[src/rtl/mercury_decode.sv]
// mercury_decode: RV64I instruction decode stage with a main + skid output buffer.
// Build option: define MERCURY_DECODE_RV64_EN for the RV64-only encodings (default is the RV32I subset).
package mercury_decode_pkg;

   typedef enum logic [5:0] {
      NONE,
      LUI, AUIPC, JAL, JALR,
      BEQ, BNE, BLT, BGE, BLTU, BGEU,
      LB, LH, LW, LBU, LHU, LWU, LD,
      SB, SH, SW, SD,
      ADDI, SLTI, SLTIU, XORI, ORI, ANDI, SLLI, SRLI, SRAI,
      ADDIW, SLLIW, SRLIW, SRAIW,
      ADD, SUB, SLL, SLT, SLTU, XOR, SRL, SRA, OR, AND,
      ADDW, SUBW, SLLW, SRLW, SRAW,
      FENCE, FENCE_TSO, PAUSE, ENV
   } opcode1_t;

   typedef struct packed {
      logic [4:0] lsrc1;
      logic [4:0] lsrc2;
      logic [4:0] ldst;
   } uop_info_t;

endpackage

module mercury_decode
   import mercury_decode_pkg::*;
#(
   parameter int PC_W = 64
) (
   input  logic            clk,
   input  logic            rst_n,
   input  logic            flush_i,
   input  logic            ifu_valid_i,
   output logic            ifu_ready_o,
   input  logic [31:0]     ifu_inst_i,
   input  logic [PC_W-1:0] ifu_pc_i,
   output logic            dec_valid_o,
   input  logic            dec_ready_i,
   output opcode1_t        dec_opcode_o,
   output uop_info_t       dec_uop_o,
   output logic [63:0]     dec_imm_o,
   output logic [PC_W-1:0] dec_pc_o,
   output logic            dec_illegal_o
);

`ifdef MERCURY_DECODE_RV64_EN
   localparam logic RV64 = 1'b1;
`else
   localparam logic RV64 = 1'b0;
`endif

   typedef enum logic [3:0] {
      FMT_X, FMT_R, FMT_I, FMT_S, FMT_B, FMT_U, FMT_J, FMT_FENCE, FMT_ENV
   } fmt_t;

   typedef struct packed {
      opcode1_t        opcode;
      uop_info_t       uop;
      logic [63:0]     imm;
      logic [PC_W-1:0] pc;
      logic            illegal;
   } entry_t;

   localparam entry_t ENTRY_RST = '{opcode: NONE, uop: '0, imm: '0, pc: '0, illegal: 1'b0};

   logic [6:0] op;
   logic [2:0] f3;
   logic [6:0] f7;
   logic [5:0] shamt;
   logic       shamt_ok;

   assign op       = ifu_inst_i[6:0];
   assign f3       = ifu_inst_i[14:12];
   assign f7       = ifu_inst_i[31:25];
   assign shamt    = RV64 ? ifu_inst_i[25:20] : {1'b0, ifu_inst_i[24:20]};
   // shamt[5] is only meaningful on RV64; on RV32 a set bit 25 makes the shift illegal.
   assign shamt_ok = RV64 | ~ifu_inst_i[25];

   opcode1_t  dec_opc;
   fmt_t      fmt;
   logic      is_shift;
   uop_info_t dec_uop;
   logic [63:0] dec_imm;
   logic      dec_illegal;

   always_comb begin
      dec_opc  = NONE;
      fmt      = FMT_X;
      is_shift = 1'b0;
      case (op)
         7'b0110111: begin fmt = FMT_U; dec_opc = LUI;   end
         7'b0010111: begin fmt = FMT_U; dec_opc = AUIPC; end
         7'b1101111: begin fmt = FMT_J; dec_opc = JAL;   end
         7'b1100111: begin
            fmt = FMT_I;
            if (f3 == 3'b000) dec_opc = JALR;
         end
         7'b1100011: begin
            fmt = FMT_B;
            case (f3)
               3'b000:  dec_opc = BEQ;
               3'b001:  dec_opc = BNE;
               3'b100:  dec_opc = BLT;
               3'b101:  dec_opc = BGE;
               3'b110:  dec_opc = BLTU;
               3'b111:  dec_opc = BGEU;
               default: dec_opc = NONE;
            endcase
         end
         7'b0000011: begin
            fmt = FMT_I;
            case (f3)
               3'b000:  dec_opc = LB;
               3'b001:  dec_opc = LH;
               3'b010:  dec_opc = LW;
               3'b011:  if (RV64) dec_opc = LD;
               3'b100:  dec_opc = LBU;
               3'b101:  dec_opc = LHU;
               3'b110:  if (RV64) dec_opc = LWU;
               default: dec_opc = NONE;
            endcase
         end
         7'b0100011: begin
            fmt = FMT_S;
            case (f3)
               3'b000:  dec_opc = SB;
               3'b001:  dec_opc = SH;
               3'b010:  dec_opc = SW;
               3'b011:  if (RV64) dec_opc = SD;
               default: dec_opc = NONE;
            endcase
         end
         7'b0010011: begin
            fmt = FMT_I;
            case (f3)
               3'b000: dec_opc = ADDI;
               3'b010: dec_opc = SLTI;
               3'b011: dec_opc = SLTIU;
               3'b100: dec_opc = XORI;
               3'b110: dec_opc = ORI;
               3'b111: dec_opc = ANDI;
               3'b001: begin
                  is_shift = 1'b1;
                  if (ifu_inst_i[31:26] == 6'b000000 && shamt_ok) dec_opc = SLLI;
               end
               default: begin
                  is_shift = 1'b1;
                  if (shamt_ok && ifu_inst_i[31:26] == 6'b000000) dec_opc = SRLI;
                  else if (shamt_ok && ifu_inst_i[31:26] == 6'b010000) dec_opc = SRAI;
               end
            endcase
         end
         7'b0011011: begin
            fmt = FMT_I;
            if (RV64) begin
               case (f3)
                  3'b000: dec_opc = ADDIW;
                  3'b001: begin
                     is_shift = 1'b1;
                     if (f7 == 7'b0000000) dec_opc = SLLIW;
                  end
                  3'b101: begin
                     is_shift = 1'b1;
                     if (f7 == 7'b0000000) dec_opc = SRLIW;
                     else if (f7 == 7'b0100000) dec_opc = SRAIW;
                  end
                  default: dec_opc = NONE;
               endcase
            end
         end
         7'b0110011: begin
            fmt = FMT_R;
            case ({f7, f3})
               10'b0000000_000: dec_opc = ADD;
               10'b0100000_000: dec_opc = SUB;
               10'b0000000_001: dec_opc = SLL;
               10'b0000000_010: dec_opc = SLT;
               10'b0000000_011: dec_opc = SLTU;
               10'b0000000_100: dec_opc = XOR;
               10'b0000000_101: dec_opc = SRL;
               10'b0100000_101: dec_opc = SRA;
               10'b0000000_110: dec_opc = OR;
               10'b0000000_111: dec_opc = AND;
               default:         dec_opc = NONE;
            endcase
         end
         7'b0111011: begin
            fmt = FMT_R;
            if (RV64) begin
               case ({f7, f3})
                  10'b0000000_000: dec_opc = ADDW;
                  10'b0100000_000: dec_opc = SUBW;
                  10'b0000000_001: dec_opc = SLLW;
                  10'b0000000_101: dec_opc = SRLW;
                  10'b0100000_101: dec_opc = SRAW;
                  default:         dec_opc = NONE;
               endcase
            end
         end
         7'b0001111: begin
            fmt = FMT_FENCE;
            if (f3 == 3'b000) begin
               if (ifu_inst_i[31:20] == 12'h833)
                  dec_opc = FENCE_TSO;
               else if (ifu_inst_i[31:20] == 12'h010 && ifu_inst_i[19:15] == 5'd0 &&
                        ifu_inst_i[11:7] == 5'd0)
                  dec_opc = PAUSE;
               else
                  dec_opc = FENCE;
            end
         end
         7'b1110011: begin fmt = FMT_ENV; dec_opc = ENV; end
         default:    dec_opc = NONE;
      endcase
   end

   assign dec_illegal = (dec_opc == NONE);

   // Operand fields follow the major-opcode format even for illegal encodings.
   always_comb begin
      dec_uop = '{lsrc1: ifu_inst_i[19:15], lsrc2: ifu_inst_i[24:20], ldst: ifu_inst_i[11:7]};
      dec_imm = '0;
      case (fmt)
         FMT_I: begin
            dec_uop.lsrc2 = '0;
            dec_imm = is_shift ? {58'd0, shamt} : {{52{ifu_inst_i[31]}}, ifu_inst_i[31:20]};
         end
         FMT_S: begin
            dec_uop.ldst = '0;
            dec_imm = {{52{ifu_inst_i[31]}}, ifu_inst_i[31:25], ifu_inst_i[11:7]};
         end
         FMT_B: begin
            dec_uop.ldst = '0;
            dec_imm = {{51{ifu_inst_i[31]}}, ifu_inst_i[31], ifu_inst_i[7],
                       ifu_inst_i[30:25], ifu_inst_i[11:8], 1'b0};
         end
         FMT_U: begin
            dec_uop.lsrc1 = '0;
            dec_uop.lsrc2 = '0;
            dec_imm = {{32{ifu_inst_i[31]}}, ifu_inst_i[31:12], 12'd0};
         end
         FMT_J: begin
            dec_uop.lsrc1 = '0;
            dec_uop.lsrc2 = '0;
            dec_imm = {{43{ifu_inst_i[31]}}, ifu_inst_i[31], ifu_inst_i[19:12],
                       ifu_inst_i[20], ifu_inst_i[30:21], 1'b0};
         end
         FMT_FENCE, FMT_ENV: begin
            dec_uop.lsrc2 = '0;
            dec_uop.ldst  = '0;
         end
         default: dec_imm = '0;
      endcase
   end

   // Handshake: a transfer happens on an edge where valid and ready are both high;
   // valid never depends on ready, and ifu_ready_o comes straight from a flop.
   entry_t new_e, main_q, skid_q;
   logic   main_v, skid_v, ready_q;
   logic   accept, drain, skid_v_nx;

   always_comb begin
      new_e = '{opcode: dec_opc, uop: dec_uop, imm: dec_imm, pc: ifu_pc_i, illegal: dec_illegal};
   end

   assign accept    = ifu_valid_i & ready_q;
   assign drain     = main_v & dec_ready_i;
   assign skid_v_nx = skid_v ? (~drain | accept) : (accept & main_v & ~drain);

   always_ff @(posedge clk or negedge rst_n) begin
      if (!rst_n) begin
         main_q  <= ENTRY_RST;
         skid_q  <= ENTRY_RST;
         main_v  <= 1'b0;
         skid_v  <= 1'b0;
         ready_q <= 1'b1;
      end else if (flush_i) begin
         main_v  <= 1'b0;
         skid_v  <= 1'b0;
         ready_q <= 1'b1;
      end else begin
         skid_v  <= skid_v_nx;
         ready_q <= ~skid_v_nx;
         if (skid_v && drain) begin
            main_q <= skid_q;
         end else if (accept && (!main_v || drain)) begin
            main_q <= new_e;
            main_v <= 1'b1;
         end else if (drain) begin
            main_v <= 1'b0;
         end
         if (accept && main_v && !(drain && !skid_v))
            skid_q <= new_e;
      end
   end

   assign ifu_ready_o   = ready_q;
   assign dec_valid_o   = main_v;
   assign dec_opcode_o  = main_q.opcode;
   assign dec_uop_o     = main_q.uop;
   assign dec_imm_o     = main_q.imm;
   assign dec_pc_o      = main_q.pc;
   assign dec_illegal_o = main_q.illegal;

endmodule

[config.mk]
export PLATFORM = sky130hd
export DESIGN_NAME = mercury_decode
export DESIGN_NICKNAME = d
export VERILOG_FILES = /design/src/rtl/mercury_decode.sv
export SDC_FILE = /design/constraint.sdc
export NUM_CORES = 1
export LEC_CHECK = 0
export ABC_AREA = 1
export ABC_CLOCK_PERIOD_IN_PS = 2300
export BUFFER_PORTS_ARGS = -buffer_cell sky130_fd_sc_hd__buf_2
export CAP_MARGIN = 30
export CORE_MARGIN = 2
export CORE_UTILIZATION = 30
export DETAILED_ROUTE_END_ITERATION = 16
export SYNTH_ARGS = -nofsm -noshare
export SYNTH_HDL_FRONTEND = slang
export SYNTH_SLANG_ARGS = --single-unit
[constraint.sdc]
create_clock -name clk -period 2.3 [get_ports clk]
set_input_delay 0.345 -clock clk [delete_from_list [all_inputs] [get_ports clk]]
set_output_delay 0.345 -clock clk [all_outputs]
set_load 0.02 [all_outputs]
==> impl_metrics.json <==
{
  "status": "complete, no violations",
  "worst_ep_required_time_ps": 1960,
  "gr-total-overflow": 0,
  "syn_nets": 1640,
  "rows": 72,
  "netlist_top_cells_area": "dfrtp_1 51%, nand2_1 19%, nor2_1 4.8%",
  "clockRootBuffer": "clkbuf_16",
  "grt_max_degree": 110,
  "ys_types": 36,
  "first_global_vias": 10447,
  "area_delta_synth_final_pct": 27.66,
  "setup_tns_ps": 0,
  "syn_inst": 1539,
  "global_route.usage.total": 0.1742,
  "cap_violations": 0,
  "cts_setup_buffers": 0,
  "final_antenna_net_count": 0,
  "grt-busiest-layer": "met2",
  "synthMuxAreaShare": 0,
  "end_kind": "output port",
  "met3_usage": 0.03466,
  "synth_compound_area_frac": 0.1300,
  "setup_viol": 0,
  "hpwl_um": 24110,
  "cp-start-kind": "register",
  "wl_per_cell_um": 15.19,
  "seq_area_frac_synth": 0.5105,
  "yosys.area.top_type_share": 0.5083,
  "fin_crit_ps": 1981,
  "path_clk_slew_ps": 60,
  "finalInstanceArea_um2": 14960,
  "cts-buffers-inserted": 29,
  "portBuffers": 252,
  "cts_tree": "built",
  "cp_top_family": "flip-flops",
  "synth_edf_count": 0,
  "finalHoldViolations": 0,
  "ir_worst_vdd_mv": 0.4648,
  "clock.fmax_ghz": 0.5048,
  "fp.dieH_um": 201.6,
  "synth_area_um2": 11720,
  "vias": 10948,
  "ys_ff_latch": 239,
  "antenna_found_initial": 0,
  "synth_warnings": 0,
  "p_switching_mw": 3.830,
  "pwr-share-comb": 0.197,
  "max_slew_margin": 0.4083,
  "antennaDiodeCount": 0,
  "synth_flop_cell": "dfrtp_1",
  "seq_power_share": 0.446,
  "syn_area_per_cell_um2": 7.614,
  "crit_fanout": 34,
  "cp_num_buf_inv": 1,
  "placed_area_um2": 13420,
  "timing.hold.ws_ps": 25.85,
  "num_io_pins": 253,
  "clock-sinks": 239,
  "clock_latency_ps": 570,
  "drt_iter0_drc": 708,
  "synthTopCellsByCount": "588 x nand2_1, 238 x dfrtp_1, 151 x nor2_1, 91 x inv_1, 75 x o21ai_0",
  "p_leak_nw": 7.836,
  "cts.path.max_buffers": 3,
  "wirelength_um": 35430,
  "die_area_um2": 40650,
  "crit_path_cell_trace": "buf_2",
  "drv_slew": 0,
  "drive_above_1_share": 0.1989,
  "synthArstFlopShare": 1.000,
  "p_sw_frac": 0.3102,
  "crit_path_max_incr_delay_ps": 780,
  "fin_crit_sh": 0.8613,
  "use_met2": 0.2765,
  "yosysMostFrequentCell": "nand2_1",
  "cts_max_level": 1,
  "finClkSkew_ps": 10.01,
  "start_util": 0.3039,
  "synth-xor-area-share": 0,
  "crit_type": "reg2out",
  "n_fill_cell": 3969,
  "viasPerCell": 4.693,
  "drtPass1Iterations": 6,
  "core-area_um2": 38560,
  "p_per_area_nw_per_um2": 825.4,
  "yosys.area_share.simple": 0.2729,
  "pwr-share-clk": 0.357,
  "crit_slowest_cell": "dfrtp_1",
  "synth_top_family_by_area": "simple AND/OR/NAND/NOR gates",
  "fin_nets": 1894,
  "grt_pass1_wl_um": 57150,
  "die_x_um": 201.6,
  "drc": 0,
  "hold_path.class": "in2reg",
  "grt_use_met1": 0.2337,
  "synthAdderAreaFrac": 0,
  "globalplace.congestion": 0.9930,
  "intPower_mw": 8.517,
  "tightest_slew_ps": 884.3,
  "rsz0062_at_grt": "false",
  "cts-resized-gates": 0,
  "synth_largest_area_cell": "dfrtp_1",
  "critPathArrivalTime_ps": 1640
}
==> routing by layer <==
| metal | routed length (um) | share of wire | vias up |
|---|---|---|---|
| met1 | 15690 | 0.44 | 5133 |
| met2 | 15960 | 0.45 | 360 |
| met4 | 1351 | 0.038 | 0 |
| met3 | 2437 | 0.069 | 69 |
| met5 | 0 | 0 | - |
| li1 | - | - | 5386 |
==> final timing paths <==
path / from / to / slack (ps) / cells past startpoint
worst max-delay path: dec_imm_o[62]$_DFFE_PN0P_ / dec_imm_o[42] / 320 / 1
worst min-delay path: flush_i / skid_v$_DFF_PN0_ / 30 / 2
worst max register to register: ifu_ready_o$_DFF_PN1_ / dec_uop_o[1]$_DFFE_PN0P_ / 370 / 9
worst min register to register: skid_q[41]$_DFFE_PN0P_ / skid_q[41]$_DFFE_PN0P_ / 470 / 2
max in group asynchronous: rst_n / skid_q[79]$_DFFE_PN0P_ / 1310 / 3
min in group asynchronous: rst_n / dec_imm_o[0]$_DFFE_PN0P_ / 290 / 2
==> registers in the layout, summed over array words and instances, names as in the netlist <==
signal and cells:
dec_illegal_o 1, dec_imm_o 32, dec_opcode_o 6, dec_pc_o 64, dec_uop_o 15, dec_valid_o 1
ifu_ready_o 1, skid_q 118, skid_v 1
==> power groups by stage <==
stage / Clock [mW] / Combinational, mW / Sequential [mW]
floorplan: 0 / 1.12 / 5.88
global placement: 0 / 2.33 / 5.55
detailed placement: 0 / 2.37 / 5.57
CTS: 4.54 / 2.46 / 5.51
global route: 4.74 / 2.74 / 5.62
finish: 4.41 / 2.43 / 5.51
==> cell type report <==
type | instances | area [um^2] | share of cell area
Clock inverter | 11 | 107.6 | 0.007194
Clock buffer | 42 | 804.5 | 0.05379
Inverter | 104 | 390.4 | 0.02610
Sequential cell | 239 | 5982 | 0.3999
Timing Repair Buffer | 342 | 2280 | 0.1524
Multi-Input combinational cell | 1077 | 4746 | 0.3173
Tap cell | 518 | 648.1 | 0.04333
==> cell usage in the layout, fill, tap and decap left out, drive strengths merged <==
| master | netlist | layout |
|---|---|---|
| or2 | 2 | 2 |
| o211ai | 3 | 3 |
| nor2 | 159 | 159 |
| clkinv | 2 | 8 |
| a22oi | 1 | 1 |
| o31ai | 8 | 8 |
| clkinvlp | 0 | 2 |
| a211oi | 11 | 11 |
| o22ai | 5 | 5 |
| nand2 | 597 | 597 |
| clkbuf | 48 | 42 |
| dfrtp | 238 | 238 |
| o21ai | 119 | 119 |
| inv | 102 | 104 |
| buf | 71 | 279 |
| nand4 | 3 | 3 |
| dfstp | 1 | 1 |
| nand3 | 38 | 38 |
| nor3 | 6 | 6 |
| a21oi | 59 | 59 |
| bufinv | 0 | 1 |
| dlygate4sd3 | 0 | 63 |
| a31oi | 66 | 66 |
==> stage by stage <==
stage | instances | util | total power [mW] | setup slack, ps
2_1_floorplan | 1539 | - | 7.007 | 578.9
3_3_place_gp | 2217 | 0.3479 | 7.879 | 258.4
3_5_place_dp | 2217 | 0.3479 | 7.946 | 190.4
4_1_cts | 2333 | 0.3879 | 12.52 | 239.8
5_1_grt | 2333 | 0.3879 | 13.09 | 161.9
6_report | 2333 | 0.3879 | 12.35 | 318.9
==> logic make-up after synthesis <==
kind of cell	count (synthesis)
AOI/OAI and AO/OA	272
buffers and inverters	223
DFF	239
and+or+nand+nor	805
==> repair_timing <==
item                                   4_1_cts  5_1_grt
endpoints found under the hold margin      119        0
hold buffers                                63        0
setup endpoints to repair                    0        0
Note: power is estimated with default switching activity, not from simulation.
